<file path="config.mk">
export PLATFORM = sky130hd
export DESIGN_NAME = pipe_ctrl
export DESIGN_NICKNAME = d
export VERILOG_FILES = /design/src/rtl/pipe_ctrl_pkg.sv /design/src/rtl/pipe_decode.sv /design/src/rtl/pipe_ctrl.sv
export SDC_FILE = /design/constraint.sdc
export NUM_CORES = 1
export LEC_CHECK = 0
export ABC_CLOCK_PERIOD_IN_PS = 4100
export CORE_ASPECT_RATIO = 0.7
export CORE_MARGIN = 8
export CORE_UTILIZATION = 40
export CTS_CLUSTER_DIAMETER = 150
export DETAILED_ROUTE_END_ITERATION = 12
export PLACE_DENSITY = 0.76
export SKIP_LAST_GASP = 1
export SYNTH_ARGS = -nofsm -noshare
export SYNTH_HDL_FRONTEND = slang
export SYNTH_SLANG_ARGS = --single-unit
</file>
<file path="constraint.sdc">
create_clock -name clk -period 4.1 [get_ports clk]
set_input_delay 0.615 -clock clk [delete_from_list [all_inputs] [get_ports clk]]
set_output_delay 0.615 -clock clk [all_outputs]
set_load 0.02 [all_outputs]
</file>
<file path="src/rtl/pipe_ctrl_pkg.sv">
// Shared encodings, control bundle and helpers for the five-stage MIPS pipeline controller.
package pipe_ctrl_pkg;

    localparam int unsigned REG_W  = 5;
    localparam int unsigned TIME_W = 2;

    localparam logic [5:0] OP_SPECIAL = 6'b000000;
    localparam logic [5:0] OP_J       = 6'b000010;
    localparam logic [5:0] OP_JAL     = 6'b000011;
    localparam logic [5:0] OP_BEQ     = 6'b000100;
    localparam logic [5:0] OP_ORI     = 6'b001101;
    localparam logic [5:0] OP_LUI     = 6'b001111;
    localparam logic [5:0] OP_LW      = 6'b100011;
    localparam logic [5:0] OP_SW      = 6'b101011;

    localparam logic [5:0] FN_JR    = 6'b001000;
    localparam logic [5:0] FN_MFHI  = 6'b010000;
    localparam logic [5:0] FN_MTHI  = 6'b010001;
    localparam logic [5:0] FN_MFLO  = 6'b010010;
    localparam logic [5:0] FN_MTLO  = 6'b010011;
    localparam logic [5:0] FN_MULT  = 6'b011000;
    localparam logic [5:0] FN_MULTU = 6'b011001;
    localparam logic [5:0] FN_DIV   = 6'b011010;
    localparam logic [5:0] FN_DIVU  = 6'b011011;
    localparam logic [5:0] FN_ADDU  = 6'b100001;
    localparam logic [5:0] FN_SUBU  = 6'b100011;
    localparam logic [5:0] FN_AND   = 6'b100100;
    localparam logic [5:0] FN_OR    = 6'b100101;
    localparam logic [5:0] FN_SLT   = 6'b101010;

    // A Tuse no Tnew can exceed: the operand is not read at all
    localparam logic [TIME_W-1:0] TUSE_NONE = TIME_W'(3);

    typedef enum logic [1:0] {
        EXT_ZERO = 2'b00,
        EXT_SIGN = 2'b01,
        EXT_LUI  = 2'b10
    } ext_op_t;

    typedef enum logic [2:0] {
        ALU_AND = 3'b000,
        ALU_OR  = 3'b001,
        ALU_ADD = 3'b010,
        ALU_SUB = 3'b110,
        ALU_SLT = 3'b111
    } alu_op_t;

    typedef enum logic [2:0] {
        MD_MULT  = 3'b000,
        MD_MULTU = 3'b001,
        MD_DIV   = 3'b010,
        MD_DIVU  = 3'b011,
        MD_MTHI  = 3'b100,
        MD_MTLO  = 3'b101
    } md_op_t;

    typedef enum logic [1:0] {
        WB_ALU  = 2'b00,
        WB_MEM  = 2'b01,
        WB_PC8  = 2'b10,
        WB_HILO = 2'b11
    } wb_sel_t;

    typedef struct packed {
        alu_op_t            alu_op;
        logic               alu_src;
        logic               md_start;
        md_op_t             md_op;
        logic               mem_write;
        logic               reg_write;
        wb_sel_t            wb_sel;
        logic [REG_W-1:0]   wa;
        logic [TIME_W-1:0]  tnew;
    } ctrl_t;

    localparam int unsigned CTRL_W = $bits(ctrl_t);
    localparam ctrl_t CTRL_ZERO = '0;

    // True when a D-stage source must wait for the result of a later stage
    function automatic logic raw_hit(
        input logic [REG_W-1:0]  src,
        input logic [TIME_W-1:0] tuse,
        input logic              wr,
        input logic [REG_W-1:0]  wa,
        input logic [TIME_W-1:0] tnew
    );
        return wr && (wa != '0) && (wa == src) && (tuse < tnew);
    endfunction

endpackage

</file>
<file path="src/rtl/pipe_decode.sv">
// Combinational D-stage decode: control bundle, D-stage flow controls and hazard timing.
module pipe_decode
    import pipe_ctrl_pkg::*;
(
    input  logic [31:0]        instr,
    output logic [CTRL_W-1:0]  ctrl,
    output logic [TIME_W-1:0]  tuse_rs,
    output logic [TIME_W-1:0]  tuse_rt,
    output logic               md_use,
    output logic               branch,
    output logic               jump,
    output logic               jr,
    output logic               link,
    output logic [1:0]         ext_op
);

    logic [5:0]       op;
    logic [5:0]       fn;
    logic [REG_W-1:0] rt;
    logic [REG_W-1:0] rd;
    logic [REG_W-1:0] dst;
    ctrl_t            b;
    logic             unused_shamt;

    assign op = instr[31:26];
    assign fn = instr[5:0];
    assign rt = instr[20:16];
    assign rd = instr[15:11];
    assign unused_shamt = ^instr[10:6];

    always_comb begin
        b       = CTRL_ZERO;
        dst     = '0;
        tuse_rs = TUSE_NONE;
        tuse_rt = TUSE_NONE;
        md_use  = 1'b0;
        branch  = 1'b0;
        jump    = 1'b0;
        jr      = 1'b0;
        link    = 1'b0;
        ext_op  = EXT_ZERO;
        case (op)
            OP_SPECIAL: begin
                case (fn)
                    FN_ADDU, FN_SUBU, FN_AND, FN_OR, FN_SLT: begin
                        b.reg_write = 1'b1;
                        b.tnew      = TIME_W'(1);
                        dst         = rd;
                        tuse_rs     = TIME_W'(1);
                        tuse_rt     = TIME_W'(1);
                        case (fn)
                            FN_SUBU: b.alu_op = ALU_SUB;
                            FN_AND:  b.alu_op = ALU_AND;
                            FN_OR:   b.alu_op = ALU_OR;
                            FN_SLT:  b.alu_op = ALU_SLT;
                            default: b.alu_op = ALU_ADD;
                        endcase
                    end
                    FN_JR: begin
                        jr      = 1'b1;
                        tuse_rs = TIME_W'(0);
                    end
                    FN_MULT, FN_MULTU, FN_DIV, FN_DIVU: begin
                        md_use     = 1'b1;
                        b.md_start = 1'b1;
                        b.md_op    = md_op_t'({1'b0, fn[1:0]});
                        tuse_rs    = TIME_W'(1);
                        tuse_rt    = TIME_W'(1);
                    end
                    FN_MTHI, FN_MTLO: begin
                        md_use     = 1'b1;
                        b.md_start = 1'b1;
                        b.md_op    = (fn == FN_MTHI) ? MD_MTHI : MD_MTLO;
                        tuse_rs    = TIME_W'(1);
                    end
                    FN_MFHI, FN_MFLO: begin
                        md_use      = 1'b1;
                        b.reg_write = 1'b1;
                        b.wb_sel    = WB_HILO;
                        b.tnew      = TIME_W'(1);
                        dst         = rd;
                    end
                    default: ;
                endcase
            end
            OP_LW: begin
                b.reg_write = 1'b1;
                b.alu_op    = ALU_ADD;
                b.alu_src   = 1'b1;
                b.wb_sel    = WB_MEM;
                b.tnew      = TIME_W'(2);
                dst         = rt;
                ext_op      = EXT_SIGN;
                tuse_rs     = TIME_W'(1);
            end
            OP_SW: begin
                b.mem_write = 1'b1;
                b.alu_op    = ALU_ADD;
                b.alu_src   = 1'b1;
                ext_op      = EXT_SIGN;
                tuse_rs     = TIME_W'(1);
                tuse_rt     = TIME_W'(2);
            end
            OP_BEQ: begin
                branch  = 1'b1;
                ext_op  = EXT_SIGN;
                tuse_rs = TIME_W'(0);
                tuse_rt = TIME_W'(0);
            end
            OP_ORI: begin
                b.reg_write = 1'b1;
                b.alu_op    = ALU_OR;
                b.alu_src   = 1'b1;
                b.tnew      = TIME_W'(1);
                dst         = rt;
                tuse_rs     = TIME_W'(1);
            end
            OP_LUI: begin
                b.reg_write = 1'b1;
                b.alu_op    = ALU_OR;
                b.alu_src   = 1'b1;
                b.tnew      = TIME_W'(1);
                dst         = rt;
                ext_op      = EXT_LUI;
            end
            OP_J: begin
                jump = 1'b1;
            end
            OP_JAL: begin
                jump        = 1'b1;
                link        = 1'b1;
                b.reg_write = 1'b1;
                b.wb_sel    = WB_PC8;
                dst         = REG_W'(31);
            end
            default: ;
        endcase
        // Writes to $0 are dropped so they can never cause a hazard
        if (b.reg_write && (dst != '0)) begin
            b.wa = dst;
        end else begin
            b.reg_write = 1'b0;
            b.tnew      = '0;
        end
    end

    assign ctrl = b;

endmodule

</file>
<file path="src/rtl/pipe_ctrl.sv">
// Pipeline controller: decodes D, carries the bundle through E/M/W, and raises stall.
module pipe_ctrl
    import pipe_ctrl_pkg::*;
#(
    parameter int unsigned MULT_LAT = 5,
    parameter int unsigned DIV_LAT  = 10,
    parameter int unsigned CNT_W    = 4
) (
    input  logic        clk,
    input  logic        reset,
    input  logic [31:0] instr_d,
    output logic        branch_d,
    output logic        jump_d,
    output logic        jr_d,
    output logic        link_d,
    output logic [1:0]  ext_op_d,
    output logic [2:0]  alu_op_e,
    output logic        alu_src_e,
    output logic        md_start_e,
    output logic [2:0]  md_op_e,
    output logic        mem_write_m,
    output logic        reg_write_w,
    output logic [1:0]  wb_sel_w,
    output logic [4:0]  wa_w,
    output logic        stall,
    output logic        md_busy
);

    ctrl_t             ctrl_d;
    ctrl_t             e_q;
    ctrl_t             m_q;
    ctrl_t             w_q;
    logic [TIME_W-1:0] tuse_rs;
    logic [TIME_W-1:0] tuse_rt;
    logic [TIME_W-1:0] tnew_m;
    logic              md_use_d;
    logic              hazard_stall;
    logic              md_stall;
    logic [CNT_W-1:0]  cnt_q;
    logic [CNT_W-1:0]  md_lat;
    logic [REG_W-1:0]  rs_d;
    logic [REG_W-1:0]  rt_d;
    logic              unused_w;

    pipe_decode u_decode (
        .instr   (instr_d),
        .ctrl    (ctrl_d),
        .tuse_rs (tuse_rs),
        .tuse_rt (tuse_rt),
        .md_use  (md_use_d),
        .branch  (branch_d),
        .jump    (jump_d),
        .jr      (jr_d),
        .link    (link_d),
        .ext_op  (ext_op_d)
    );

    assign rs_d = instr_d[25:21];
    assign rt_d = instr_d[20:16];

    // Producer in M is one stage closer to its result
    assign tnew_m = (m_q.tnew == '0) ? '0 : m_q.tnew - TIME_W'(1);

    assign hazard_stall = raw_hit(rs_d, tuse_rs, e_q.reg_write, e_q.wa, e_q.tnew)
                       || raw_hit(rt_d, tuse_rt, e_q.reg_write, e_q.wa, e_q.tnew)
                       || raw_hit(rs_d, tuse_rs, m_q.reg_write, m_q.wa, tnew_m)
                       || raw_hit(rt_d, tuse_rt, m_q.reg_write, m_q.wa, tnew_m);

    assign md_busy  = (cnt_q != '0);
    assign md_stall = md_use_d && (md_busy || e_q.md_start);
    assign stall    = hazard_stall || md_stall;

    always_comb begin
        md_lat = '0;
        case (e_q.md_op)
            MD_MULT, MD_MULTU: md_lat = CNT_W'(MULT_LAT);
            MD_DIV, MD_DIVU:   md_lat = CNT_W'(DIV_LAT);
            default:           md_lat = '0;
        endcase
    end

    always_ff @(posedge clk or posedge reset) begin
        if (reset) begin
            e_q   <= CTRL_ZERO;
            m_q   <= CTRL_ZERO;
            w_q   <= CTRL_ZERO;
            cnt_q <= '0;
        end else begin
            e_q <= stall ? CTRL_ZERO : ctrl_d;
            m_q <= e_q;
            w_q <= m_q;
            if (e_q.md_start) begin
                cnt_q <= md_lat;
            end else if (cnt_q != '0) begin
                cnt_q <= cnt_q - CNT_W'(1);
            end
        end
    end

    assign alu_op_e    = e_q.alu_op;
    assign alu_src_e   = e_q.alu_src;
    assign md_start_e  = e_q.md_start;
    assign md_op_e     = e_q.md_op;
    assign mem_write_m = m_q.mem_write;
    assign reg_write_w = w_q.reg_write;
    assign wb_sel_w    = w_q.wb_sel;
    assign wa_w        = w_q.reg_write ? w_q.wa : '0;

    assign unused_w = ^w_q;

endmodule

</file>
==> results of run 1 <==
-- power by group --
group | switching (W) | internal [W]
logic | 0.000114 | 0.000117
registers | 0.0000215 | 0.000443
clock network | 0.000130 | 0.000170
total | 0.000266 | 0.000730
-- state kept, by name, indices dropped and copies added (netlist names) --
signal and count:
w_q 5, m_q 10, md_op_e 3, mem_write_m 1, md_start_e 1, e_q 11, reg_write_w 1, wb_sel_w 2
cnt_q 4, alu_op_e 3, alu_src_e 1
-- timing repair --
item	CTS	global route
endpoints found under the setup margin	1	1
pin swaps	0	0
setup buffers	0	0
resized for setup	2	3
-- kinds of logic after synthesis --
family	Yosys count	synth area share [%]
buffers and inverters	30	6.62
adder cells (fa/ha/maj)	6	3.23
AND/OR/NAND/NOR	92	23.5
XOR/XNOR	25	9.42
AO/OA/AOI/OAI	42	12.1
flip-flops	42	45.2
-- worst max-delay path, cell delays in order --
cell,delay (ps)
clkdlybuf4s50_1,500
buf_4,140
nand2b_1,80
nor4_1,250
a31oi_1,100
buf_4,150
a21oi_1,150
a31oi_1,110
ha_1,240
nor4_1,330
a22oi_2,80
nand3_1,120
or2_1,160
clkbuf_2,190
-- metal layers --
layer,share of wire (%),GRT usage [%],vias up
li1,-,-,980
met1,45,18.3,908
met2,45,21.2,80
met3,9.1,4.52,6
met4,1.2,4.34,0
met5,0,0,-
-- synth_stat cells, types with 2 or more instances --
| cell | number | area share [%] |
|---|---|---|
| a21oi_1 | 11 | 2.4 |
| a221oi_1 | 6 | 2.3 |
| a31oi_1 | 4 | 1.1 |
| and2_1 | 7 | 1.9 |
| and3b_1 | 2 | 0.75 |
| buf_2 | 5 | 1.1 |
| buf_4 | 9 | 2.9 |
| clkbuf_1 | 3 | 0.48 |
| dfrtp_1 | 42 | 45 |
| ha_1 | 6 | 3.2 |
| inv_1 | 11 | 1.8 |
| nand2_1 | 11 | 1.8 |
| nand2b_1 | 4 | 1.1 |
| nand3_1 | 4 | 0.86 |
| nand3b_1 | 2 | 0.65 |
| nand4_1 | 6 | 1.6 |
| nand4b_1 | 2 | 0.75 |
| nor2_1 | 15 | 2.4 |
| nor2b_1 | 5 | 1.3 |
| nor3_1 | 15 | 3.2 |
| nor4_1 | 5 | 1.3 |
| nor4_2 | 4 | 2.2 |
| o211ai_1 | 2 | 0.65 |
| o21ai_0 | 4 | 0.86 |
| o21ai_1 | 4 | 0.86 |
| o31ai_1 | 5 | 1.6 |
| or4_1 | 2 | 0.65 |
| xnor2_1 | 21 | 7.9 |
| xor2_1 | 4 | 1.5 |
-- layout make-up --
cell class	instances	area [um^2]
clock buffer	8	110
sequential	42	1050
tap	75	93.8
fill	483	2500
inverter	11	41.3
timing repair buffer	83	751
multi-input combinational	165	1130
-- worst min path at each step --
stage                        to  slack [ps]
global placement    wb_sel_w[1]         330
detailed placement       m_q[7]         330
floorplan                m_q[7]         330
global route        wb_sel_w[0]         360
finish              wb_sel_w[1]         350
CTS                 wb_sel_w[1]         350
-- stage by stage --
step	area (um^2)	setup WS (ps)
after floorplan	2320	708
after global placement	3060	-149
after detailed placement	3060	-207
after CTS	3180	122
after global routing	3170	87.1
final	3170	279
==> out/results.ini, run 1 <==
[clocking]
cts_hold_buf = 0
cts_inserted_buffers = 5
cts_buffer_depth = 2
htree_levels = 2
clk_pin_slew_ps = 70
insertion_delay_ps = 290
cts_num_sinks = 42
cts_root_buf = clkbuf_8
cts_tree = done

[layout]
instances_no_fill = 384
layout-drive-gt1-share_pct = 15.9
final_common_cell = clkdlybuf4s50_1
n_antenna_cell = 0
finalNetCount = 348
finalCoreUtilization_pct = 56.0
mostFrequentLayoutCells = clkdlybuf4s50_1 (52), dfrtp_1 (42), buf_4 (30)
areaGrowthSynthToFinish_pct = 36.5

[sta]
setup_viol = 0
fin_crit_sh_pct = 93.2
totalNegativeSetupSlack_ps = 0
period_needed_ps = 3820
slew_violations = 0
holdWs_ps = 349
rsz0062_at_grt = no
tightest_slew_ps = 632
finClkSkew_ps = 7.11
relSlewSlack_pct = 57.9
hold_violations = 0
fmax_mhz = 262

[routing]
via_per_inst = 5.14
drt.antenna.violating_nets = 0
firstDrtPassIters = 4
wire_per_inst_um = 14.7
vias = 1974
drcViolationCount = 0
drt-total-wl_um = 5650
drtIter0Drc = 114

[floorplanning]
start_util_pct = 41.0
die_y_um = 79.8
pin_count = 59
rows = 23
coreArea_um2 = 5670
die_w_um = 107
die_area_um2 = 8550

[placed_design]
gp_congestion = 0.924
dp.cells = 376
dp_hpwl_um = 4500
io_buffers = 53

[logic_synthesis]
yosysSeqAreaShare_pct = 45.2
netlist_area_um2 = 2320
synthCells = 237
ys_warn_count = 0
syn_nets = 277
synthDistinctLibCells = 45
synth_seq_cells = 42
ys.flop_type = dfrtp_1
synth_edf_count = 0
syn_area_per_cell_um2 = 9.81
synthArstFlopShare_pct = 100

[critical_path]
worstSetupEndpointType = output port
r2r_start = e_q[3]
crit_end = stall
cp-start-kind = input port
r2r-end = e_q[8]
r2r_cells = 7
regToRegSetupSlack_ps = 2030
critical_path.startpoint = instr_d[5]
path_max_fanout = 5
crit_type = in2out
critPathArrivalTime_ps = 3210
worstPathRequired_ps = 3480

[pwr]
power_density_nw_per_um2 = 314
p_leak_nw = 1.35
p_total_w = 0.000995
ir_worst_vdd_mv = 0.177

[global_route]
grt_pass1_vias = 2050
grt_use_total_pct = 13.9
grt_overflow = 0
antenna_found_initial = 0
grt_max_degree = 43
grt_pass1_wl_um = 9550

[min_path]
hold_path_class = reg2reg
whs_path_depth = 0
hold_path.startpoint = m_q[8]

[job]
drv_cap = 0

[status]
status = finished clean

No activity file was read; power rests on OpenSTA's default activity.
==> inputs of run 2 (changes only) <==
CTS_CLUSTER_DIAMETER = unset   (was 150)
==> results of run 2 <==
Same layout as run 1: the final DEF is identical, and so are final timing and power.
==> inputs of run 3 (changes only) <==
ABC_CLOCK_PERIOD_IN_PS = unset   (was 4100)
==> results of run 3 <==
Same layout as run 1: the final DEF is identical, and so are final timing and power.
